## src/rtl/otp_pkg.sv

```systemverilog
// Shared widths and state encoding for the message shifter/deshifter pair.
// Both ends import this so chunk width, message width and chunk order agree.
package otp_pkg;

  localparam int KEY_SIZE = 16;
  localparam int MSG_SIZE = 240;
  localparam int CHUNKS   = MSG_SIZE / KEY_SIZE;
  localparam int CNT_W    = $clog2(CHUNKS + 1);

  typedef enum logic {
    COLLECT = 1'b0,
    FULL    = 1'b1
  } otp_state_e;

endpackage

```

## src/rtl/deshifter.sv

```systemverilog
// Receive-side deshifter: collects CHUNKS key-width chunks (MSB chunk first)
// and presents the reassembled message until the consumer takes it.
//
// state   | meaning
// --------+---------------------------------------------------------------
// COLLECT | accepting chunks; msg shifts left by one chunk per accept
// FULL    | complete message held on msg with msg_valid=1; input stalled
module deshifter
  import otp_pkg::*;
(
  input  logic                clk,
  input  logic                reset,
  input  logic                clear,
  input  logic                in_valid,
  output logic                in_ready,
  input  logic [KEY_SIZE-1:0] in_chunk,
  output logic                msg_valid,
  input  logic                msg_ready,
  output logic [MSG_SIZE-1:0] msg,
  output logic [CNT_W-1:0]    count
);

  // A message that is not a whole number of chunks cannot be rebuilt.
  if ((MSG_SIZE % KEY_SIZE) != 0) begin : g_size_check
    $error("deshifter: MSG_SIZE must be a multiple of KEY_SIZE");
  end

  localparam logic [CNT_W-1:0] LAST_IDX   = CNT_W'(CHUNKS - 1);
  localparam logic [CNT_W-1:0] CHUNKS_CNT = CNT_W'(CHUNKS);

  otp_state_e state;

  // Ready depends on state only, so the release cycle never accepts a chunk.
  assign in_ready = (state == COLLECT);

  // Collect/hold FSM with the shift register and chunk counter inline.
  always_ff @(posedge clk) begin
    if (reset) begin
      state     <= COLLECT;
      msg       <= '0;
      msg_valid <= 1'b0;
      count     <= '0;
    end else if (clear) begin
      // msg is left as-is; the next message overwrites it by shifting.
      state     <= COLLECT;
      msg_valid <= 1'b0;
      count     <= '0;
    end else begin
      case (state)
        COLLECT: begin
          if (in_valid) begin
            msg <= {msg[MSG_SIZE-KEY_SIZE-1:0], in_chunk};
            if (count == LAST_IDX) begin
              state     <= FULL;
              msg_valid <= 1'b1;
              count     <= CHUNKS_CNT;
            end else begin
              count <= count + 1'b1;
            end
          end
        end
        FULL: begin
          if (msg_ready) begin
            state     <= COLLECT;
            msg_valid <= 1'b0;
            count     <= '0;
          end
        end
        default: begin
          state <= COLLECT;
        end
      endcase
    end
  end

endmodule

```

## config.mk

```make
export PLATFORM = sky130hd
export DESIGN_NAME = deshifter
export DESIGN_NICKNAME = d
export VERILOG_FILES = /design/src/rtl/otp_pkg.sv /design/src/rtl/deshifter.sv
export SDC_FILE = /design/constraint.sdc
export NUM_CORES = 1
export LEC_CHECK = 0
export ABC_CLOCK_PERIOD_IN_PS = 4800
export CORE_MARGIN = 5
export CORE_UTILIZATION = 50
export CTS_CLUSTER_DIAMETER = 40
export CTS_CLUSTER_SIZE = 24
export DETAILED_ROUTE_END_ITERATION = 10
export GPL_ROUTABILITY_DRIVEN = 0
export PLACE_DENSITY = 0.85
export SLEW_MARGIN = 40
export SYNTH_ARGS = -nofsm -noshare
export SYNTH_HDL_FRONTEND = slang
export SYNTH_SLANG_ARGS = --single-unit
```

## constraint.sdc

```tcl
create_clock -name clk -period 4.8 [get_ports clk]
set_clock_uncertainty 0.1 [all_clocks]
set_input_delay 0.96 -clock clk [delete_from_list [all_inputs] [get_ports clk]]
set_output_delay 0.96 -clock clk [all_outputs]
set_load 0.01 [all_outputs]
```

# --- Word level (Yosys, flattened, before mapping) ---
# Cells that the tools add are included.
word_totals:
  reg_bits: 246
  input_bits: 21
  wordCells: 27
op_classes:
  n_addsub: 1
  eq_ne: 4
  bitwise_logic: 2
  reduce_logical: 4
  n_mux: 12
ops:
  columns: ["operator", "n"]
  rows:
  - ["two-way mux 4 bit", 3]
  - ["one-hot mux 4 bit (2 select lines)", 1]
  - ["two-way mux 1 bit", 6]
  - ["AND reduction 3 bit", 2]
  - ["adder 4 x 1 -> 4 bit, second input constant", 1]
  - ["== test 4 bit, second input constant", 1]
  - ["!= test 2 bit, second input constant", 2]
  - ["one-hot mux 1 bit (2 select lines)", 2]
  - ["!= test 2 x 1 -> 1 bit, second input constant", 1]
  - ["NOT 1 bit", 2]
  - ["AND reduction 2 bit", 1]
  - ["OR reduction 2 bit", 1]

# --- Longest topological paths before layout ---
# Gate-level depths: netlist of run 1.
depth:
  word_depth: 4
  depth_mapped: 7
  ltp_nobuf: 5

# --- Least setup slack after synthesis of run 1 ---
# OpenSTA, ideal clock, no wires.
synth_timing:
  path_kind: "input to register"
  from: "input port clear"
  to: "register msg[100]"
  slack_ps: 2749
  required_ps: 4568
  n_path_buf: 3
  path_stages: 6
  setup_time_ps: 132
  arrival_time_ps: 1819
  path_cell_list: "or3b_1 > buf_2 > buf_6 > buf_6 > nand2_1 > a21oi_1"
synth_between:
  elab_chain_cells: 2
synth_rtl:
  columns: ["item", "line_no", "source"]
  rows:
  - ["start: declaration", "deshifter.sv:13", "input logic clear,"]
  - ["NOT 1 bit (no source line)", null, null]
  - ["AND reduction 3 bit (no source line)", null, null]
  - ["end signal: assignment", "deshifter.sv:52", "msg <= {msg[MSG_SIZE-KEY_SIZE-1:0], in_chunk};"]
  - ["end: declaration", "deshifter.sv:19", "output logic [MSG_SIZE-1:0] msg,"]
# Every way passes these cells.
# A chain may end at the register's enable or synchronous reset.

# --- Worst setup path after layout of run 1 ---
layout_timing:
  from: "register state"
  to: "output port in_ready"
layout_between:
  elab_chain_cells: 1
layout_rtl:
  columns: ["item", "line_no", "source"]
  rows:
  - ["start: declaration", "deshifter.sv:31", "otp_state_e state;"]
  - ["start signal: assignment", "deshifter.sv:39", "state <= COLLECT;"]
  - ["start signal: assignment", "deshifter.sv:45", "state <= COLLECT;"]
  - ["start signal: assignment", "deshifter.sv:54", "state <= FULL;"]
  - ["NOT 1 bit", null, null]
  - ["end: declaration", "deshifter.sv:15", "output logic in_ready,"]
# Every way passes these cells.

==> results of run 1 <==
-- routing by layer --
metal	routed length, µm	GRT usage [%]
met1	9720	28.7
met2	12100	39.7
met3	2430	7.92
met4	860	9.19
met5	0	0
-- power by group --
part / switching (µW) / internal, µW
Combinational: 112 / 49.8
Sequential: 8.22 / 2050
Clock: 939 / 1570
Total: 1060 / 3670
-- flip-flops by register name, summed over array words and instances (netlist names) --
register   flops
count          4
msg          240
msg_valid      1
state          1
-- stage by stage --
step	cells	total power, µW
global route	1555	4890
detailed placement	1495	2270
finish	1555	4730
floorplan	1079	2220
global placement	1494	2260
CTS	1555	4770
-- logic make-up after synthesis --
kind of cell               after synthesis  share of synthesized area (%)
adders and majority gates                2                          0.289
DFF                                    246                           56.9
AOI/OAI and AO/OA                      247                           14.3
buffers and inverters                   84                           5.93
and+or+nand+nor                        497                           22.2
muxes                                    3                          0.347
-- cells in the final DEF (no fill, tap or decap), types with 2 or more instances in the layout --
master                            count
sky130_fd_sc_hd__a21oi_1            245
sky130_fd_sc_hd__inv_8                2
sky130_fd_sc_hd__clkinv_2             3
sky130_fd_sc_hd__nand2_1            484
sky130_fd_sc_hd__nand3_1              2
sky130_fd_sc_hd__dfxtp_1            246
sky130_fd_sc_hd__inv_6                3
sky130_fd_sc_hd__or2_2                2
sky130_fd_sc_hd__clkinvlp_4           9
sky130_fd_sc_hd__clkbuf_16           37
sky130_fd_sc_hd__clkbuf_8             4
sky130_fd_sc_hd__clkdlybuf4s50_1    265
sky130_fd_sc_hd__mux2i_1              3
sky130_fd_sc_hd__nand2b_1             2
sky130_fd_sc_hd__ha_1                 2
sky130_fd_sc_hd__bufinv_16            2
sky130_fd_sc_hd__buf_12               6
sky130_fd_sc_hd__inv_1                2
-- worst reg2reg max path: stages (launching register included) --
cell                      delay, ns
sky130_fd_sc_hd__dfxtp_1       0.55
sky130_fd_sc_hd__or3b_4        0.45
sky130_fd_sc_hd__buf_12        0.27
sky130_fd_sc_hd__buf_12        0.32
sky130_fd_sc_hd__nand2_1       0.14
sky130_fd_sc_hd__a21oi_1       0.17
-- cell type report --
cell class | count | area [µm²]
sequential | 246 | 4920
clock buffer | 40 | 967
timing repair buffer | 273 | 2790
fill | 1311 | 4730
clock inverter | 20 | 200
tap | 225 | 282
multi-input combinational | 749 | 3210
inverter | 2 | 7.51
-- final timing paths --
check	startpoint	to	slack (ns)	cells past startpoint
setup / recovery	state	in_ready	2.11	2
hold / removal	msg[235]	msg[235]	0.36	2
setup reg to reg	state	msg[11]	2.70	5
hold reg to reg	msg[235]	msg[235]	0.36	2
==> reports/qor.txt, run 1 <==
STATUS
----------------------------------------------------------------------------------
Status                                                                   completed

CLOCK NETWORK
----------------------------------------------------------------------------------
Clock latency at the later pin of the worst-skew pair                      0.49 ns
Library cell used as clock root buffer                                sky130_fd_sc_hd__clkbuf_16
CTS Buffer Depth                                                                 3
H-tree levels                                                                    2
# Post-CTS Setup Buffers                                                         0
Cells resized by post-CTS repair                                                 0
Clk pin slew, worst setup/hold paths                                       0.06 ns
# hold bufs at CTS                                                               0
Clock Sinks                                                                    246
Clock tree from TritonCTS                                                      yes
Number of buffers created by CTS                                                34

PLACED DESIGN
----------------------------------------------------------------------------------
Half-perimeter wire length after placement                                 16.5 mm
Post-place setup slack                                                     1.77 ns
I/O Buffers                                                                    266
Post-DP Area                                                             11200 µm²

TIMING
----------------------------------------------------------------------------------
Share of the cycle needed by the critical path after routing                 56.0%
Final worst hold slack                                                    0.355 ns
Worst slew slack as a fraction of its limit                                  47.7%
Final number of max-transition violations                                        0
Achievable frequency                                                       372 MHz
Total of endpoints with negative setup slack in the final report                 0
RSZ-0062 raised after global routing                                            no
Min cycle time layout                                                      2.69 ns
Total negative slack for setup checks                                         0 ns
Post-route worst setup slack                                               2.11 ns
Slew of the pin with the lowest slew margin                               0.785 ns
Final Hold Fails                                                                 0

ROUTING
----------------------------------------------------------------------------------
First drt pass iteration count                                                   5
DR iter-0 viols                                                                440
Number of nets with antenna violations after detailed routing                    0
Average routed wire per standard cell                                      16.2 µm
DRC                                                                              0
Vias post-DR                                                                  8025
Total wire length after detailed routing                                   25.1 mm
Via density per instance                                                      5.16

CRITICAL PATH
----------------------------------------------------------------------------------
Arr. time, crit path                                                       1.63 ns
Critical-path cell with the highest stage delay                       sky130_fd_sc_hd__dfxtp_1
Startpoint-to-endpoint class of the critical path                     flip-flop to output port
Critical Path Max Stage Delay                                              0.55 ns
Required arrival time at the worst endpoint                                3.74 ns
Cell Chain, Critical Path                                             inv_1 -> clkdlybuf4s50_1
Critical path fanouts, max                                                      10
Number of buffers and inverters on the critical path                             2
Startpoint type of the worst setup path                                  flip-flop
Endpoint kind of the worst setup timing path                           output port
Family of cells with the greatest summed delay on the critical path   buffers and inverters

DIE
----------------------------------------------------------------------------------
Total die area                                                           20000 µm²
Die Ht                                                                      142 µm
Row count                                                                       48
# IOs                                                                          267
Core Box Area                                                            17100 µm²
Initial core utilization                                                     50.5%
Overall die width                                                           142 µm

YOSYS
----------------------------------------------------------------------------------
Post-synth EDFFs                                                                 0
Proportion of synthesized chip area in sequential cells                      56.9%
Post-synthesis net count                                                      1102
Library cell with the highest instance count after synthesis          sky130_fd_sc_hd__nand2_1
Number of standard cells after synthesis                                      1079
Leading post-synthesis cells by instance count                        sky130_fd_sc_hd__nand2_1 (484), sky130_fd_sc_hd__dfxtp_1 (246), sky130_fd_sc_hd__a21oi_1 (245)
Primary flip-flop cell chosen by synthesis mapping                    sky130_fd_sc_hd__dfxtp_1
Main area contributors after synthesis                                sky130_fd_sc_hd__dfxtp_1 (57%), sky130_fd_sc_hd__nand2_1 (21%), sky130_fd_sc_hd__a21oi_1 (14%)
Count of state elements after synthesis                                        246
Netlist cell types                                                              22
Yosys warning total                                                              0
Post-synthesis cell type with the largest combined area               sky130_fd_sc_hd__dfxtp_1
Avg Synthesized Cell Area                                                 8.02 µm²
Post-synth design cell area                                               8650 µm²
Synth top area share                                                         56.9%
Post-synthesis async set-or-reset flop share                                    0%

FINISH
----------------------------------------------------------------------------------
Number of nets in the finished design                                         1329
Layout Cell Area excl Fill                                               12400 µm²
Fraction of layout instances using a drive strength above 1                  5.41%
Area growth from synthesis to layout                                         43.2%
Count of inserted antenna diode cells                                            0
Core occupancy in the finished layout                                        72.4%

POWER AND IR DROP
----------------------------------------------------------------------------------
P per Cell Area                                                         382 nW/µm²
Worst vdd ir                                                              0.289 mV
Static leakage                                                          0.00405 µW

GRT
----------------------------------------------------------------------------------
Global-route wire length before repair                                     39.3 mm
Vias in the first global route                                                7563
Number of antenna violations at the first check in global routing                0
Total routing resource utilization after global routing                      23.8%
Largest net degree at the start of global routing                              136
GRT overflow                                                                     0

WORST HOLD PATH
----------------------------------------------------------------------------------
Worst min-delay path category                                         flip-flop to flip-flop

FLOW RUN
----------------------------------------------------------------------------------
Maximum Capacitance Violations                                                   0

(Power assumes the default switching activity.)
==> inputs of run 2 (changes only) <==
Settings changed: ABC_CLOCK_PERIOD_IN_PS 4800 to 2400, CORE_UTILIZATION 50 to 42, PLACE_DENSITY 0.85 to 0.76.
Clock period 4.8 ns to 2.4 ns, I/O delays scaled along.
==> reports/qor.txt, run 2 (synthesized netlist as in run 1, its figures left out) <==
CLOCK NETWORK
----------------------------------------------------------------------------------
Library cell used as clock root buffer                                sky130_fd_sc_hd__clkbuf_16
# Post-CTS Setup Buffers                                                         0   unchanged
CTS Buffer Depth                                                                 3   unchanged
Clock tree from TritonCTS                                                      yes
Clock Sinks                                                                    246   unchanged
Number of buffers created by CTS                                                30   -12%
Clock latency at the later pin of the worst-skew pair                      0.54 ns   +0.05 ns
H-tree levels                                                                    1   -1
Clk pin slew, worst setup/hold paths                                       0.06 ns   about the same
Cells resized by post-CTS repair                                                 0   unchanged
# hold bufs at CTS                                                               0   unchanged

POWER AND IR DROP
----------------------------------------------------------------------------------
Internal power                                                             7120 µW   +94%
P per Cell Area                                                         733 nW/µm²   +92%
Static leakage                                                          0.00405 µW   +0.18%
Part of the total power dissipated in sequential elements                    45.2%   +1.6 points
Clock network fraction of total power                                        51.0%   -2.0 points
Switching power share of the total                                           21.9%   -0.46 points
Worst vdd ir                                                              0.591 mV   +100%
Post-layout total power                                                    9110 µW   +93%
Share of total power in combinational logic                                   3.8%   +0.4 points
Net switching power of the design                                          2000 µW   +89%

CRITICAL PATH
----------------------------------------------------------------------------------
Cell Chain, Critical Path                                             clkdlybuf4s50_1
Required arrival time at the worst endpoint                                1.82 ns   -1.92 ns
Critical Path Max Stage Delay                                              0.62 ns   +0.07 ns
Arr. time, crit path                                                       1.64 ns   about the same
Critical-path cell with the highest stage delay                       sky130_fd_sc_hd__clkdlybuf4s50_1
Critical path fanouts, max                                                       3   -7
Endpoint kind of the worst setup timing path                           output port
Startpoint-to-endpoint class of the critical path                     flip-flop to output port
Family of cells with the greatest summed delay on the critical path   buffers and inverters
Number of buffers and inverters on the critical path                             1   -1
Startpoint type of the worst setup path                                  flip-flop

ROUTING
----------------------------------------------------------------------------------
DRC                                                                              0   unchanged
Average routed wire per standard cell                                      16.3 µm   +0.76%
Vias post-DR                                                                  7851   -2.2%
Via density per instance                                                      4.90   -5.0%
DR iter-0 viols                                                                476   +8.2%
First drt pass iteration count                                                   5   unchanged
Total wire length after detailed routing                                   26.1 mm   +3.7%
Number of nets with antenna violations after detailed routing                    0   unchanged

PLACED DESIGN
----------------------------------------------------------------------------------
Post-DP Area                                                             11400 µm²   +1.5%
I/O Buffers                                                                    266   unchanged
Half-perimeter wire length after placement                                 18.0 mm   +8.9%
Placed cell count                                                             1546   +3.4%

FINISH
----------------------------------------------------------------------------------
Most used cells in the layout excluding fill and tap cells            sky130_fd_sc_hd__nand2_1 (484), sky130_fd_sc_hd__clkdlybuf4s50_1 (265), sky130_fd_sc_hd__dfxtp_1 (246)
Leading cell type in the layout, fill and taps excluded               sky130_fd_sc_hd__nand2_1
Number of fillers in the final layout                                         1694   +29%
Layout Cell Area excl Fill                                               12400 µm²   +0.39%
Core occupancy in the finished layout                                        61.5%   -11 points
Biggest registers after layout                                        msg: 240 flops, count: 4 flops
Area growth from synthesis to layout                                         43.8%
Biggest register                                                               msg
Register cell area after layout                                           4920 µm²   unchanged
Final instance count without filler cells                                     1601   +3.0%
Max reg flops                                                                  240   unchanged
Area of the multi-input gates                                             3210 µm²   unchanged
Number of nets in the finished design                                         1331   +0.15%
Count of inserted antenna diode cells                                            0   unchanged
Fraction of layout instances using a drive strength above 1                  5.26%   -0.15 points

TIMING
----------------------------------------------------------------------------------
Slew of the pin with the lowest slew margin                               0.680 ns   -0.105 ns
Final Hold Fails                                                                 0   unchanged
RSZ-0062 raised after global routing                                            no
Total negative slack for setup checks                                         0 ns   unchanged
Total of endpoints with negative setup slack in the final report                 0   unchanged
Share of the cycle needed by the critical path after routing                 92.5%
Worst slew slack as a fraction of its limit                                  54.7%   +7.0 points
Final number of max-transition violations                                        0   unchanged
Min cycle time layout                                                      2.22 ns
Achievable frequency                                                       450 MHz

GRT
----------------------------------------------------------------------------------
Largest net degree at the start of global routing                              155   +14%
Global-route wire length before repair                                     40.8 mm   +3.7%
Number of antenna violations at the first check in global routing                0   unchanged
Vias in the first global route                                                7489   -0.98%
Total routing resource utilization after global routing                      21.0%   -2.9 points
GRT overflow                                                                     0   unchanged

DIE
----------------------------------------------------------------------------------
Initial core utilization                                                     42.7%   -7.8 points
Die Ht                                                                      153 µm   +8.5%
Total die area                                                           23600 µm²   +18%
Overall die width                                                           153 µm   +8.5%
Row count                                                                       52   +8.3%
Core Box Area                                                            20200 µm²   +18%
# IOs                                                                          267   unchanged

WORST HOLD PATH
----------------------------------------------------------------------------------
Worst min-delay path category                                         primary input to flip-flop

FLOW RUN
----------------------------------------------------------------------------------
Maximum Capacitance Violations                                                   0   unchanged

STATUS
----------------------------------------------------------------------------------
Status                                                                   completed

run 2: cell count changes in the layout (fill, tap and decap cells not counted), sizes merged:
| cell | change |
|---|---|
| clkinvlp | -5 |
| inv | -2 |
| clkinv | +2 |
| clkbuf | -3 |
| bufinv | +2 |
| buf | +7 |
run 2: power by group through the flow:
stage	sequential (µW)	clock [µW]	combinational [µW]
2_1_floorplan	4220	0	224
3_3_place_gp	4210	0	350
3_5_place_dp	4210	0	348
4_1_cts	4120	4740	350
5_1_grt	4120	4930	381
6_report	4120	4650	349
run 2: cell type report:
cell class                      count  area share, %
Clock buffer                       38           6.68
Clock inverter                     17           1.80
Inverter                            2         0.0604
Multi-Input combinational cell    749           25.8
Sequential cell                   246           39.6
Tap cell                          270           2.72
Timing Repair Buffer              279           23.3
run 2: stage by stage:
step	hold slack, ns	setup WS, ns
floorplan	0.381	0.829
global placement	0.341	0.149
detailed placement	0.346	0.0965
CTS	0.237	0.152
global route	0.257	0.0915
finish	0.251	0.179
run 2: final timing paths:
check                start        to  slack (ns)  cells past startpoint
setup reg to reg     state  msg[161]        0.56                      4
hold reg to reg   msg[233]  msg[233]        0.35                      2
hold / removal       reset  msg[229]        0.25                      2
setup / recovery  msg[157]  msg[157]        0.18                      1
run 2: per-layer routing:
layer / share of wire [%] / vias to the layer above / GRT usage, %
met5: 0 / - / 0
met1: 40 / 3599 / 25.0
met4: 2.8 / 0 / 6.64
li1: - / 3925 / -
met2: 47 / 281 / 35.2
met3: 10 / 46 / 7.95
